### src/rtl/store_buffer_if.sv
// Store buffer bus: push port from the memory stage, drain port to data memory,
// load-check port and status. The slave side is the buffer itself.
interface store_buffer_if #(
  parameter int DEPTH      = 4,
  parameter int ADDR_WIDTH = 32,
  parameter int DATA_WIDTH = 32
);
  localparam int LANES = DATA_WIDTH / 8;
  localparam int CNT_W = $clog2(DEPTH) + 1;

  logic                  pushValid;
  logic [ADDR_WIDTH-1:0] pushAddress;
  logic [DATA_WIDTH-1:0] pushData;
  logic [LANES-1:0]      pushByteEnable;
  logic                  pushReady;

  logic                  memValid;
  logic [ADDR_WIDTH-1:0] memAddress;
  logic [DATA_WIDTH-1:0] memData;
  logic [LANES-1:0]      memByteEnable;
  logic                  memComplete;

  logic                  loadQueryValid;
  logic [ADDR_WIDTH-1:0] loadQueryAddress;
  logic [LANES-1:0]      loadQueryByteEnable;
  logic                  loadForwardHit;
  logic [DATA_WIDTH-1:0] loadForwardData;
  logic                  loadBlock;

  logic                  bufferEmpty;
  logic [CNT_W-1:0]      bufferCount;

  modport slave (
    input  pushValid, pushAddress, pushData, pushByteEnable, memComplete,
           loadQueryValid, loadQueryAddress, loadQueryByteEnable,
    output pushReady, memValid, memAddress, memData, memByteEnable,
           loadForwardHit, loadForwardData, loadBlock, bufferEmpty, bufferCount
  );

  modport master (
    output pushValid, pushAddress, pushData, pushByteEnable, memComplete,
           loadQueryValid, loadQueryAddress, loadQueryByteEnable,
    input  pushReady, memValid, memAddress, memData, memByteEnable,
           loadForwardHit, loadForwardData, loadBlock, bufferEmpty, bufferCount
  );
endinterface

### src/rtl/store_buffer.sv
// In-order store buffer: queues retired stores in a ring, drains the head over a
// valid/complete handshake, and forwards or blocks loads that overlap queued stores.
module store_buffer #(
  parameter int DEPTH      = 4,
  parameter int ADDR_WIDTH = 32,
  parameter int DATA_WIDTH = 32
) (
  input  logic             clock,
  input  logic             reset,
  store_buffer_if.slave    bus
);
  localparam int LANES  = DATA_WIDTH / 8;
  localparam int OFF    = $clog2(LANES);
  localparam int PTR_W  = $clog2(DEPTH);
  localparam int CNT_W  = PTR_W + 1;
  localparam int WORD_W = ADDR_WIDTH - OFF;

  typedef struct packed {
    logic [WORD_W-1:0]     word;
    logic [DATA_WIDTH-1:0] data;
    logic [LANES-1:0]      be;
  } entry_t;

  typedef enum logic {
    DRAIN_IDLE = 1'b0,
    DRAIN_BUSY = 1'b1
  } drain_state_t;

  entry_t           entries [DEPTH];
  logic [DEPTH-1:0] valid;
  logic [PTR_W-1:0] head;
  logic [PTR_W-1:0] tail;
  logic [CNT_W-1:0] count;
  logic [CNT_W-1:0] count_next;
  drain_state_t     state;
  drain_state_t     state_next;

  logic mem_valid;
  logic push_fire;
  logic pop_fire;

  assign mem_valid     = (state == DRAIN_BUSY);
  assign bus.pushReady = (count != CNT_W'(DEPTH));
  assign push_fire     = bus.pushValid && bus.pushReady;
  assign pop_fire      = mem_valid && bus.memComplete;

  // NOTE: the payload array has no reset; the valid bits and pointers alone
  // define which entries exist, so clearing the data would only cost flops.
  always_ff @(posedge clock) begin
    if (push_fire) begin
      entries[tail] <= '{word: bus.pushAddress[ADDR_WIDTH-1:OFF],
                         data: bus.pushData,
                         be:   bus.pushByteEnable};
    end
  end

  always_ff @(posedge clock or negedge reset) begin
    if (!reset) begin
      head  <= '0;
      tail  <= '0;
      count <= '0;
      valid <= '0;
      state <= DRAIN_IDLE;
    end else begin
      // Push targets the tail and pop the head; they never share an index
      // because a full buffer refuses pushes and an empty one cannot pop.
      if (push_fire) begin
        valid[tail] <= 1'b1;
        tail        <= tail + 1'b1;
      end
      if (pop_fire) begin
        valid[head] <= 1'b0;
        head        <= head + 1'b1;
      end
      count <= count_next;
      state <= state_next;
    end
  end

  always_comb begin
    count_next = count;
    case ({push_fire, pop_fire})
      2'b10:   count_next = count + CNT_W'(1);
      2'b01:   count_next = count - CNT_W'(1);
      default: count_next = count;
    endcase
  end

  // Presenting the head always follows an idle cycle, so each store costs two.
  always_comb begin
    state_next = state;
    case (state)
      DRAIN_IDLE: if (count != '0)      state_next = DRAIN_BUSY;
      DRAIN_BUSY: if (bus.memComplete)  state_next = DRAIN_IDLE;
      default:                          state_next = DRAIN_IDLE;
    endcase
  end

  assign bus.memValid      = mem_valid;
  assign bus.memAddress    = mem_valid ? {entries[head].word, {OFF{1'b0}}} : '0;
  assign bus.memData       = mem_valid ? entries[head].data : '0;
  assign bus.memByteEnable = mem_valid ? entries[head].be   : '0;
  assign bus.bufferEmpty   = (count == '0) && !mem_valid;
  assign bus.bufferCount   = count;

  logic [DATA_WIDTH-1:0] merged;
  logic [DATA_WIDTH-1:0] needed_mask;
  logic [LANES-1:0]      covered;
  logic [LANES-1:0]      needed_cov;
  logic [PTR_W-1:0]      idx;
  logic                  hit;
  logic                  block;

  // Walk oldest to youngest so a younger store overwrites older lanes.
  always_comb begin
    merged      = '0;
    covered     = '0;
    needed_mask = '0;
    idx         = '0;
    for (int i = 0; i < DEPTH; i++) begin
      idx = head + PTR_W'(i);
      if (valid[idx] && entries[idx].word == bus.loadQueryAddress[ADDR_WIDTH-1:OFF]) begin
        for (int l = 0; l < LANES; l++) begin
          if (entries[idx].be[l]) begin
            merged[l*8 +: 8] = entries[idx].data[l*8 +: 8];
            covered[l]       = 1'b1;
          end
        end
      end
    end
    for (int l = 0; l < LANES; l++) begin
      needed_mask[l*8 +: 8] = {8{bus.loadQueryByteEnable[l]}};
    end
  end

  assign needed_cov = covered & bus.loadQueryByteEnable;
  assign hit   = bus.loadQueryValid && (bus.loadQueryByteEnable != '0)
                 && (needed_cov == bus.loadQueryByteEnable);
  assign block = bus.loadQueryValid && (needed_cov != '0)
                 && (needed_cov != bus.loadQueryByteEnable);

  assign bus.loadForwardHit  = hit;
  assign bus.loadBlock       = block;
  assign bus.loadForwardData = hit ? (merged & needed_mask) : '0;

  // Byte offsets are implied by the lane enables and deliberately ignored.
  logic unused_offsets;
  assign unused_offsets = ^{bus.pushAddress[OFF-1:0], bus.loadQueryAddress[OFF-1:0]};

endmodule

### src/flat_wrapper.sv
// flat-port wrapper written by rule: the top's interface ports become plain ports
module store_buffer_flat 
#(
  parameter int DEPTH      = 4,
  parameter int ADDR_WIDTH = 32,
  parameter int DATA_WIDTH = 32
)
  (clock, reset, bus_pushValid, bus_pushAddress, bus_pushData, bus_pushByteEnable, bus_memComplete, bus_loadQueryValid, bus_loadQueryAddress, bus_loadQueryByteEnable, bus_pushReady, bus_memValid, bus_memAddress, bus_memData, bus_memByteEnable, bus_loadForwardHit, bus_loadForwardData, bus_loadBlock, bus_bufferEmpty, bus_bufferCount);
  store_buffer_if #(.DEPTH(DEPTH), .ADDR_WIDTH(ADDR_WIDTH), .DATA_WIDTH(DATA_WIDTH)) bus_i ();
  input  logic clock;
  input  logic reset;
  input wire logic [$bits(bus_i.pushValid)-1:0] bus_pushValid;
  input wire logic [$bits(bus_i.pushAddress)-1:0] bus_pushAddress;
  input wire logic [$bits(bus_i.pushData)-1:0] bus_pushData;
  input wire logic [$bits(bus_i.pushByteEnable)-1:0] bus_pushByteEnable;
  input wire logic [$bits(bus_i.memComplete)-1:0] bus_memComplete;
  input wire logic [$bits(bus_i.loadQueryValid)-1:0] bus_loadQueryValid;
  input wire logic [$bits(bus_i.loadQueryAddress)-1:0] bus_loadQueryAddress;
  input wire logic [$bits(bus_i.loadQueryByteEnable)-1:0] bus_loadQueryByteEnable;
  output wire logic [$bits(bus_i.pushReady)-1:0] bus_pushReady;
  output wire logic [$bits(bus_i.memValid)-1:0] bus_memValid;
  output wire logic [$bits(bus_i.memAddress)-1:0] bus_memAddress;
  output wire logic [$bits(bus_i.memData)-1:0] bus_memData;
  output wire logic [$bits(bus_i.memByteEnable)-1:0] bus_memByteEnable;
  output wire logic [$bits(bus_i.loadForwardHit)-1:0] bus_loadForwardHit;
  output wire logic [$bits(bus_i.loadForwardData)-1:0] bus_loadForwardData;
  output wire logic [$bits(bus_i.loadBlock)-1:0] bus_loadBlock;
  output wire logic [$bits(bus_i.bufferEmpty)-1:0] bus_bufferEmpty;
  output wire logic [$bits(bus_i.bufferCount)-1:0] bus_bufferCount;
  assign bus_i.pushValid = bus_pushValid;
  assign bus_i.pushAddress = bus_pushAddress;
  assign bus_i.pushData = bus_pushData;
  assign bus_i.pushByteEnable = bus_pushByteEnable;
  assign bus_i.memComplete = bus_memComplete;
  assign bus_i.loadQueryValid = bus_loadQueryValid;
  assign bus_i.loadQueryAddress = bus_loadQueryAddress;
  assign bus_i.loadQueryByteEnable = bus_loadQueryByteEnable;
  assign bus_pushReady = bus_i.pushReady;
  assign bus_memValid = bus_i.memValid;
  assign bus_memAddress = bus_i.memAddress;
  assign bus_memData = bus_i.memData;
  assign bus_memByteEnable = bus_i.memByteEnable;
  assign bus_loadForwardHit = bus_i.loadForwardHit;
  assign bus_loadForwardData = bus_i.loadForwardData;
  assign bus_loadBlock = bus_i.loadBlock;
  assign bus_bufferEmpty = bus_i.bufferEmpty;
  assign bus_bufferCount = bus_i.bufferCount;
  store_buffer #(.DEPTH(DEPTH), .ADDR_WIDTH(ADDR_WIDTH), .DATA_WIDTH(DATA_WIDTH)) u_core (.clock(clock), .reset(reset), .bus(bus_i));
endmodule
### config.mk
export PLATFORM = sky130hd
export DESIGN_NAME = store_buffer_flat
export DESIGN_NICKNAME = d
export VERILOG_FILES = /design/src/rtl/store_buffer_if.sv /design/src/rtl/store_buffer.sv /design/src/flat_wrapper.sv
export SDC_FILE = /design/constraint.sdc
export NUM_CORES = 1
export LEC_CHECK = 0
export CORE_ASPECT_RATIO = 1.1
export CORE_MARGIN = 4
export CORE_UTILIZATION = 41
export DETAILED_ROUTE_END_ITERATION = 12
export PLACE_DENSITY = 0.69
export SETUP_SLACK_MARGIN = 0.4
export SLEW_MARGIN = 20
export SYNTH_ARGS = -nofsm -noshare
export SYNTH_HDL_FRONTEND = slang
export SYNTH_SLANG_ARGS = --single-unit
### constraint.sdc
create_clock -name clock -period 7.1 [get_ports clock]
set_input_delay 1.775 -clock clock [delete_from_list [all_inputs] [get_ports clock]]
set_output_delay 1.775 -clock clock [all_outputs]
set_load 0.02 [all_outputs]
==> summary.md <==
| Metric | Value |
|---|---|
| Status | `complete, no violations` |
| Power density over cell area | `437 nW/um^2` |
| Initial DRC count | `1334` |
| Ys flop type | `edfxtp_1` |
| WL/cell | `26.2 um` |
| Max Root-Sink Buffers | `3` |
| Register area | `8240 um^2` |
| Critical Path Start Type | `primary input` |
| Synth area leaders | `edfxtp_1 (40%), mux4_2 (24%), mux2i_1 (6.0%), xnor2_1 (2.5%), nand2_1 (2.2%)` |
| Total GRT Usage | `23.7%` |
| Critical Path AT | `4.90 ns` |
| TritonCTS buffer count | `30` |
| Synth warn | `0` |
| Distinct cells, synth | `80` |
| Initial core utilization | `41.7%` |
| FF+latch count, synth | `276` |
| Clock skew | `0.0236 ns` |
| Post-layout util | `53.7%` |
| Maximum fanout along the worst path | `8` |
| Leakage | `8.91 nW` |
| Vias in the first global route | `14700` |
| Drt drc | `0` |
| Slew @ Worst Pin | `1.01 ns` |
| # IOs | `217` |
| Setup crit end kind | `output pin` |
| IO Port Bufs | `210` |
| Area grow syn2layout | `28.8%` |
| Clock root cell | `clkbuf_16` |
| # fillers | `3943` |
| Routed Antenna Nets | `0` |
| # Max-Cap Violations | `0` |
| Data required time of the critical path | `5.33 ns` |
| Fin crit period | `6.67 ns` |
| Total die area | `51300 um^2` |
| CTS Hold Bufs | `0` |
| Num rows | `83` |
| GR Overflow Total | `0` |
| Total power | `11.0 mW` |
| Clock Sinks | `276` |
| Setup TNS | `0 ns` |
| Final period util | `94.0%` |
| Placeable Area | `46900 um^2` |
| Fin nets | `1881` |
| Sequential share of the synthesized area | `42.0%` |
| Dpl ws | `-0.430 ns` |
| Fraction of layout cells with a size suffix above 1 | `33.8%` |
| Largest net degree at the start of global routing | `170` |
| 1st-pass router iterations | `6` |
| DIE HEIGHT | `237 um` |
| Worst-path clk slew | `0.06 ns` |
| Dpl hpwl | `43700 um` |
| Cells after synthesis | `1447` |
| CTS tree | `done` |
| WHS | `0.542 ns` |
| DR vias | `14900` |
| Clock Latency Late Sink | `0.61 ns` |
| Area taken by multi-input logic gates | `11100 um^2` |
| Number of synthesized flops with an enable pin | `264` |
| Leading area contributor after synthesis | `edfxtp_1` |
| Critical path class | `in2out` |
| Syn avg cell area | `13.5 um^2` |
| VDD IR max | `0.000349 V` |
| GPL Wtd Cong | `0.968` |
| Hold Fails Final Rpt | `0` |
| Max-slew headroom | `33.0%` |
| DR vias/cell | `6.15` |
| HP Class | `reg2reg` |
| Die X-Extent | `216 um` |
| Final Max Tran Viols | `0` |
| Final setup margin | `0.426 ns` |
| First-pass GRT wire length | `93400 um` |
| Setup-failing EPs final | `0` |
| Ys async rst share | `4.35%` |
| Post-synth top area share | `40.5%` |
| RSZ-0062 raised after global routing | `true` |
| Initial antenna violation count | `8` |
| Fmax | `150 MHz` |
| Synthesized cell area | `19600 um^2` |
| Detailed Route WL | `63500 um` |
| H-tree levels | `1` |
sequential cells by signal, indices dropped and copies added (netlist names):
name	count
u_core.bus.bufferCount	3
u_core.bus.memValid	1
u_core.entries	264
u_core.head	2
u_core.tail	2
u_core.valid	4
cell type report:
cell class	instances	area share, %
sequential	276	32.6
clock inverter	21	1.27
multi-input combinational	1013	44.0
inverter	36	0.536
clock buffer	35	3.25
antenna	2	0.0198
tap	637	3.16
timing repair buffer	405	15.1
cells in the mapped netlist, types with 13 or more instances:
| cell | n |
|---|---|
| a21o_1 | 49 |
| a21oi_1 | 35 |
| a2bb2oi_1 | 15 |
| and2_1 | 52 |
| and3_1 | 16 |
| buf_2 | 28 |
| buf_4 | 25 |
| clkbuf_1 | 49 |
| edfxtp_1 | 264 |
| inv_1 | 36 |
| mux2i_1 | 117 |
| mux4_2 | 209 |
| nand2_1 | 115 |
| nand3_1 | 44 |
| nor2_1 | 37 |
| nor4_1 | 13 |
| o21ai_0 | 23 |
| xnor2_1 | 55 |
| xor2_1 | 48 |
metal layers:
metal | share of wire [%] | track usage [%] | up-vias | wire length (um)
met4 | 2.8 | 6.15 | 12 | 1760
met5 | 0.14 | 0 | - | 89
met3 | 7.5 | 3.30 | 111 | 4750
li1 | - | - | 6417 | -
met1 | 40 | 32.3 | 7695 | 25300
met2 | 50 | 40.3 | 678 | 31600
cells by family (layout without fill, tap and decap cells):
group | count (synthesis) | in the layout | synth area share [%]
simple gates | 345 | 345 | 9.74
mux | 333 | 333 | 30.4
flops | 276 | 276 | 42.0
compound gates | 220 | 220 | 8.38
buf+inv | 159 | 497 | 4.13
xor+xnor | 103 | 103 | 4.61
fa+ha+maj | 10 | 10 | 0.677
other cells | 1 | 4 | 0.0192
report_power, final:
part           leakage [nW]  total (mW)  switching (mW)  internal, mW
registers              2.56        2.44           0.269          2.18
clock network         0.554        1.77           0.686          1.08
logic                  5.80        6.80            3.48          3.32
worst paths after layout:
check	start	endpoint	slack, ns	cells past startpoint
worst max-delay path	bus_loadQueryAddress[23]	bus_loadForwardData[5]	0.43	15
worst min-delay path	u_core.bus.bufferCount[0]	u_core.bus.bufferCount[0]	0.54	1
worst max register to register	u_core.bus.memValid	u_core.bus.bufferCount[2]	4.48	8
worst min register to register	u_core.bus.bufferCount[0]	u_core.bus.bufferCount[0]	0.54	1
max in group asynchronous	reset	u_core.head[0]	5.08	1
min in group asynchronous	reset	u_core.valid[3]	1.56	1
cell usage in the layout (no fill, tap or decap), types with 12 or more instances in the layout:
cell type and instances:
edfxtp_1 264, mux4_2 209, buf_4 170, clkdlybuf4s50_1 159
nand2_1 115, mux2i_1 113, and2_1 52, xnor2_1 51
a21o_1 49, nand3_1 44, xor2_1 44, inv_1 36
buf_6 36, clkbuf_16 31, nor2_1 29, a21oi_1 20
o21ai_0 18, a2bb2oi_1 12, a21oi_4 12
critical path, stage by stage:
cell             delay (ns)
clkdlybuf4s50_1        0.40
buf_4                  0.17
buf_4                  0.17
xnor2_1                0.32
o2111ai_1              0.24
nor4_2                 0.28
buf_4                  0.22
buf_4                  0.13
o311ai_4               0.09
buf_6                  0.16
o32a_1                 0.28
o21ai_0                0.18
mux2i_1                0.18
nor2_4                 0.15
buf_6                  0.12
metrics by stage:
step	instances	instance area (um^2)
global route	2425	25200
global placement	2337	23200
floorplan	1448	19600
CTS	2403	24600
detailed placement	2337	23200
finish	2425	25200
repair_timing:
action,4_1_cts,5_1_grt
setup endpoints to repair,34,34
pin swaps,28,29
setup buffers,10,18
cloned,0,2
gates resized for setup,222,96
endpoints found under the hold margin,0,0
Note: power is estimated with default switching activity, not from simulation.
